### config.mk
export PLATFORM = sky130hd
export DESIGN_NAME = nv_nvdla_cdma_wt_arb_sink
export DESIGN_NICKNAME = d
export VERILOG_FILES = /design/src/rtl/nv_nvdla_cdma_wt_arb_pkg.sv /design/src/rtl/nv_nvdla_cdma_wt_arb_sink_fifo.sv /design/src/rtl/nv_nvdla_cdma_wt_arb_sink.sv
export SDC_FILE = /design/constraint.sdc
export NUM_CORES = 1
export LEC_CHECK = 0
export CORE_MARGIN = 2
export CORE_UTILIZATION = 48
export CTS_CLUSTER_SIZE = 25
export DETAILED_ROUTE_END_ITERATION = 8
export PLACE_DENSITY = 0.75
export SLEW_MARGIN = 20
export SYNTH_ARGS = -nofsm -noshare
export SYNTH_HDL_FRONTEND = slang
export SYNTH_SLANG_ARGS = --single-unit
### constraint.sdc
create_clock -name clk -period 2.7 [get_ports clk]
set_input_delay 0.405 -clock clk [delete_from_list [all_inputs] [get_ports clk]]
set_output_delay 0.405 -clock clk [all_outputs]
set_load 0.01 [all_outputs]
### src/rtl/nv_nvdla_cdma_wt_arb_pkg.sv
// Shared types and constants for the CDMA weight-path arbiter interface.
// The entry struct is common to the sink and the arbiter-side benches.
package nv_nvdla_cdma_wt_arb_pkg;

   localparam int ARB_DW    = 64;
   localparam int ARB_DEPTH = 4;
   localparam int ARB_AW    = 2;
   localparam int ARB_CW    = 8;

   localparam logic SRC_REQ0 = 1'b0;
   localparam logic SRC_REQ1 = 1'b1;

   typedef struct packed {
      logic              src;
      logic [ARB_DW-1:0] pd;
   } arb_entry_t;

endpackage

### src/rtl/nv_nvdla_cdma_wt_arb_sink_fifo.sv
// Generic flop FIFO with occupancy count, full and empty.
// Storage is left unreset; only pointers and count are cleared.
module nv_nvdla_cdma_wt_arb_sink_fifo #(
   parameter int W     = 65,
   parameter int DEPTH = 4,
   parameter int AW    = 2
) (
   input  logic          clk,
   input  logic          reset_,
   input  logic          push,
   input  logic [W-1:0]  din,
   input  logic          pop,
   output logic [W-1:0]  dout,
   output logic [AW:0]   count,
   output logic          full,
   output logic          empty
);

   logic [W-1:0]  mem [DEPTH];
   logic [AW-1:0] wr_ptr;
   logic [AW-1:0] rd_ptr;
   logic          do_push;
   logic          do_pop;

   assign full    = (count == (AW+1)'(DEPTH));
   assign empty   = (count == '0);
   assign do_push = push & ~full;
   assign do_pop  = pop & ~empty;
   assign dout    = mem[rd_ptr];

   always_ff @(posedge clk) begin
      if (do_push) mem[wr_ptr] <= din;
   end

   always_ff @(posedge clk or negedge reset_) begin
      if (!reset_) begin
         wr_ptr <= '0;
         rd_ptr <= '0;
         count  <= '0;
      end else begin
         if (do_push) wr_ptr <= wr_ptr + 1'b1;
         if (do_pop)  rd_ptr <= rd_ptr + 1'b1;
         count <= count + (AW+1)'(do_push) - (AW+1)'(do_pop);
      end
   end

endmodule

### src/rtl/nv_nvdla_cdma_wt_arb_sink.sv
// Responder end of the CDMA weight 2-way WRR arbiter: captures the granted
// payload with its source tag, drains it on valid/ready, back-pressures when full.
module nv_nvdla_cdma_wt_arb_sink
   import nv_nvdla_cdma_wt_arb_pkg::*;
#(
   parameter int DW    = ARB_DW,
   parameter int DEPTH = ARB_DEPTH,
   parameter int AW    = ARB_AW,
   parameter int CW    = ARB_CW
) (
   input  logic          clk,
   input  logic          reset_,
   input  logic          gnt0,
   input  logic          gnt1,
   input  logic [DW-1:0] req0_pd,
   input  logic [DW-1:0] req1_pd,
   output logic          gnt_busy,
   output logic          out_valid,
   input  logic          out_ready,
   output logic [DW-1:0] out_pd,
   output logic          out_src,
   output logic [CW-1:0] acc_cnt0,
   output logic [CW-1:0] acc_cnt1,
   output logic          gnt_err
);

   logic [AW:0] count;
   logic [AW:0] count_nxt;
   logic        full;
   logic        empty;
   logic        single;
   logic        both;
   logic        push;
   logic        pop;
   logic        src;
   logic [DW:0] din;
   logic [DW:0] dout;

   assign single    = gnt0 ^ gnt1;
   assign both      = gnt0 & gnt1;
   assign push      = single & ~full;
   assign out_valid = ~empty;
   assign pop       = out_valid & out_ready;
   assign src       = gnt1 ? SRC_REQ1 : SRC_REQ0;
   assign din       = {src, gnt1 ? req1_pd : req0_pd};
   assign out_src   = dout[DW];
   assign out_pd    = dout[DW-1:0];
   assign count_nxt = count + (AW+1)'(push) - (AW+1)'(pop);

   nv_nvdla_cdma_wt_arb_sink_fifo #(
      .W     (DW+1),
      .DEPTH (DEPTH),
      .AW    (AW)
   ) u_fifo (
      .clk    (clk),
      .reset_ (reset_),
      .push   (push),
      .din    (din),
      .pop    (pop),
      .dout   (dout),
      .count  (count),
      .full   (full),
      .empty  (empty)
   );

   // Busy is registered, so it trails the filling push by one cycle.
   always_ff @(posedge clk or negedge reset_) begin
      if (!reset_) begin
         gnt_busy <= 1'b0;
         acc_cnt0 <= '0;
         acc_cnt1 <= '0;
         gnt_err  <= 1'b0;
      end else begin
         gnt_busy <= (count_nxt == (AW+1)'(DEPTH));
         if (push && !gnt1) acc_cnt0 <= acc_cnt0 + 1'b1;
         if (push && gnt1)  acc_cnt1 <= acc_cnt1 + 1'b1;
         if (both || ((gnt0 || gnt1) && full)) gnt_err <= 1'b1;
      end
   end

endmodule

==> results by group, run 1 <==
Run status
  – Run status: complete, no violations

Clocking
  – TritonCTS clock tree: done
  – CTS buffer count: 29
  – Bufs on Longest Clock Path: 3
  – Root Driver: clkbuf_16
  – # hold bufs at CTS: 0
  – CTS HTree Levels: 1
  – CTS clk-pin slew, worst paths: approximately 0.060 ns
  – Clock sink total: 285
  – Skew-Pair Late Insertion Delay: ~0.52 ns

Place
  – Placer Congestion: 0.848
  – DP Area: 0.0142 mm²
  – Buffers on Ports: 216
  – DP HPWL: 13.9 mm
  – Placed cell count: 1053

Timing
  – Endpoints failing setup: 0
  – Final Hold Violating Endpoints: 0
  – Final worst-path cycle share: just under 100%
  – F_max: 381 MHz
  – Slew HR: 52.9%
  – Hold WS: about 0.25 ns
  – RSZ-0062 raised after global routing: no
  – Fin crit period: 2.63 ns
  – Worst-Margin Slew: 0.703 ns
  – Setup_tns: 0 ns
  – Layout Skew: 0.0112 ns
  – Slew Limit Fails: 0

Run
  – Max Cap Violations: 0

Synth
  – Adder-cell share of the synthesized area: 1.66%
  – XOR/XNOR Fraction of Synth Area: around 1.5%
  – Synthesized area: 0.0115 mm²
  – Synth Net Count: 673
  – Synthesis-stage register bit count: 285
  – Fraction of registers with async set/reset: 8.77%
  – Top_reg_cell synth: edfxtp_1
  – Portion of netlist area occupied by mux cells: 19.4%
  – Register area share after synthesis: roughly three quarters
  – Mean Syn Cell Area: 21.8 µm²
  – Cells after Synth: 526
  – Main combinational cell family by area after synthesis: multiplexers
  – Post-synth cell types: 37
  – Ys Warns: 0
  – Post-synth EDFFs: 260
  – Compound-Gate Fraction of Synth Area: 0.218%
  – Synth Area in Simple Gates: about 2.1%

Layout
  – Post-route cell area: 0.0152 mm²
  – Layout cells sized above 1: 26.4%
  – Final std cells w/o fill: 1110
  – Final-stage net count: ~920
  – Area Overhead vs Synth: 32.4%
  – Commonest cells after routing, fill and taps aside: edfxtp_1 (260), clkdlybuf4s50_1 (154), mux4_2 (65)
  – Commonest non-fill, non-tap cell in the layout: edfxtp_1
  – # diodes: 0

Hold path
  – Hold WC Path Type: in -> async

Die
  – Die area: 0.0251 mm²
  – Core ar.: 0.0235 mm²
  – Rows: 56
  – Die Y: 159 µm
  – Die X: 159 µm
  – I/O pins: about 220
  – Initial core utilization: around half

Power and ir drop
  – Pwr Density: a little over 1000 mW/mm²
  – Maximum VDD drop: 0.636 mV
  – Clock power frac: 24.9%
  – Sw Share: 28.5%
  – P_sw: around 4.4 mW
  – Internal: ~11 mW
  – Logic pwr share: 33.9%
  – Part of the power in registers: between 40% and 50%
  – Total power: 15.3 mW
  – Leakage: ~5.4 nW

Critical path
  – Crit-path max cell delay: just over 0.5 ns
  – Startpoint types: flop
  – Worst path cell trace: clkbuf_16 > mux4_2 > clkdlybuf4s50_1
  – CP Capture Type: primary output
  – Cell family with most CP delay: buffers and inverters
  – CP Data Required Time: 2.30 ns
  – Number of cells on the critical path: 3
  – Setup CP Type: reg -> out
  – Maximum fanout along the worst path: 7
  – R2R Setup Slk: just under 0.5 ns
  – Buffers & Inverters on Critical Path: 2
  – CP startpoint: u_fifo.rd_ptr[0]
  – Crit path arrival time: 2.22 ns
  – FF-to-FF Start: u_fifo.count[1]
  – Critical path destination: out_pd[60]
  – Worst R2R End: gnt_busy
  – Crit-path slowest cell: mux4_2
  – FF-to-FF path depth: 6

Detailed routing
  – Routed Antenna Nets: 0
  – Drt pass-1 iters: 4
  – Vias per cell: between 5 and 6
  – Via count: 5900
  – Wire per inst: 19.8 µm
  – 1st-iter DRT viols: 242
  – Residual DRC: 0
  – Final WL: 22.0 mm

Global route
  – Total track usage: approximately 17%
  – First-pass GRT wire length: roughly 34 mm
  – Largest net degree at the start of global routing: between 50 and 60
  – Global route overflow: 0
  – Initial antenna violation count: 0
  – Vias in the first global route: 6431
==> through the flow <==
| step | setup slack (ns) | util [%] |
|---|---|---|
| after global placement | 0.215 | 60.4 |
| after CTS | -0.0235 | 64.2 |
| final | 0.0741 | 64.6 |
| after global routing | 0.0148 | 64.6 |
| after detailed placement | 0.158 | 60.4 |
| after floorplan | 0.520 | - |
==> timing repair <==
| item | CTS | global route |
|---|---|---|
| cloned | 0 | 2 |
| setup endpoints to repair | 51 | 18 |
| setup buffers | 0 | 2 |
| gates resized for setup | 50 | 16 |
==> Yosys cell counts, types with 2 or more instances <==
library cell,instances,area [µm²]
xnor2_1,6,52.6
nor3b_1,3,22.5
and3_2,4,30.0
nand3_1,5,25.0
buf_1,3,11.3
mux4_2,65,1460
buf_4,4,30.0
nand2_1,3,11.3
ha_1,12,150
clkbuf_1,6,22.5
inv_1,10,37.5
nor3_1,5,25.0
nor2_1,3,11.3
fa_1,2,40.0
edfxtp_1,260,7810
dfrtp_1,25,626
nand4_1,3,18.8
o31a_2,2,20.0
buf_2,10,50.1
xor2_1,14,123
mux2_4,2,30.0
mux2_2,64,721
==> power groups by stage <==
stage	Clock [mW]	Sequential (mW)	Combinational (mW)
5_1_grt	4.09	6.38	5.59
6_report	3.81	6.30	5.18
2_1_floorplan	0	6.29	2.89
4_1_cts	3.89	6.30	5.21
3_5_place_dp	0	6.37	5.51
3_3_place_gp	0	6.29	5.43
==> area by class of cell <==
class / count / area (µm²)
clock inverters: 21 / 191
clock buffers: 32 / 737
multi-input cells: 206 / 2870
flip-flops and latches: 285 / 8440
well taps: 319 / 399
repair buffers: 237 / 2490
fillers: 1582 / 8300
inverters: 10 / 37.5
==> routing by layer <==
| metal | vias to the layer above | part of all wire (%) | GRT usage, % |
|---|---|---|---|
| met4 | 0 | 1.1 | 3.69 |
| met2 | 194 | 52 | 30.9 |
| met3 | 30 | 6.3 | 3.48 |
| li1 | 2641 | - | - |
| met5 | - | 0 | 0 |
| met1 | 3035 | 40 | 22.2 |
==> state kept, by name, indices dropped and copies added (netlist names) <==
register,cells
u_fifo.count,3
u_fifo.rd_ptr,2
gnt_busy,1
acc_cnt1,8
u_fifo.wr_ptr,2
u_fifo.mem,260
acc_cnt0,8
gnt_err,1
==> worst register-to-register path: stages, from the launching register on <==
cell,delay [ns]
dfrtp_1,0.49
or3b_1,0.57
and2_4,0.26
ha_1,0.19
inv_1,0.06
fa_1,0.40
nor3b_1,0.15
==> worst min path at each step <==
stage                startpoint  cells past startpoint               end  slack [ns]
detailed placement  acc_cnt0[7]                      1       acc_cnt0[7]        0.47
global placement    acc_cnt1[7]                      1       acc_cnt1[7]        0.47
floorplan                reset_                      0       acc_cnt0[0]        0.11
CTS                      reset_                      2  u_fifo.rd_ptr[0]        0.24
global route             reset_                      2  u_fifo.rd_ptr[0]        0.27
finish                   reset_                      2  u_fifo.rd_ptr[0]        0.25
==> cells by family (layout without fill, tap and decap cells) <==
kind of cell,after synthesis,in the layout
flip-flops,285,285
buffers and inverters,35,300
adder cells (fa/ha/maj),14,14
AO/OA/AOI/OAI,3,3
multiplexers,132,132
XOR/XNOR,20,20
AND/OR/NAND/NOR,37,37
(Power assumes the default switching activity.)
==> inputs of run 2 (changes only) <==
GPL_ROUTABILITY_DRIVEN = 0   (was unset)
==> results of run 2 <==
No change in the layout: final DEF, timing and power equal those of run 1.
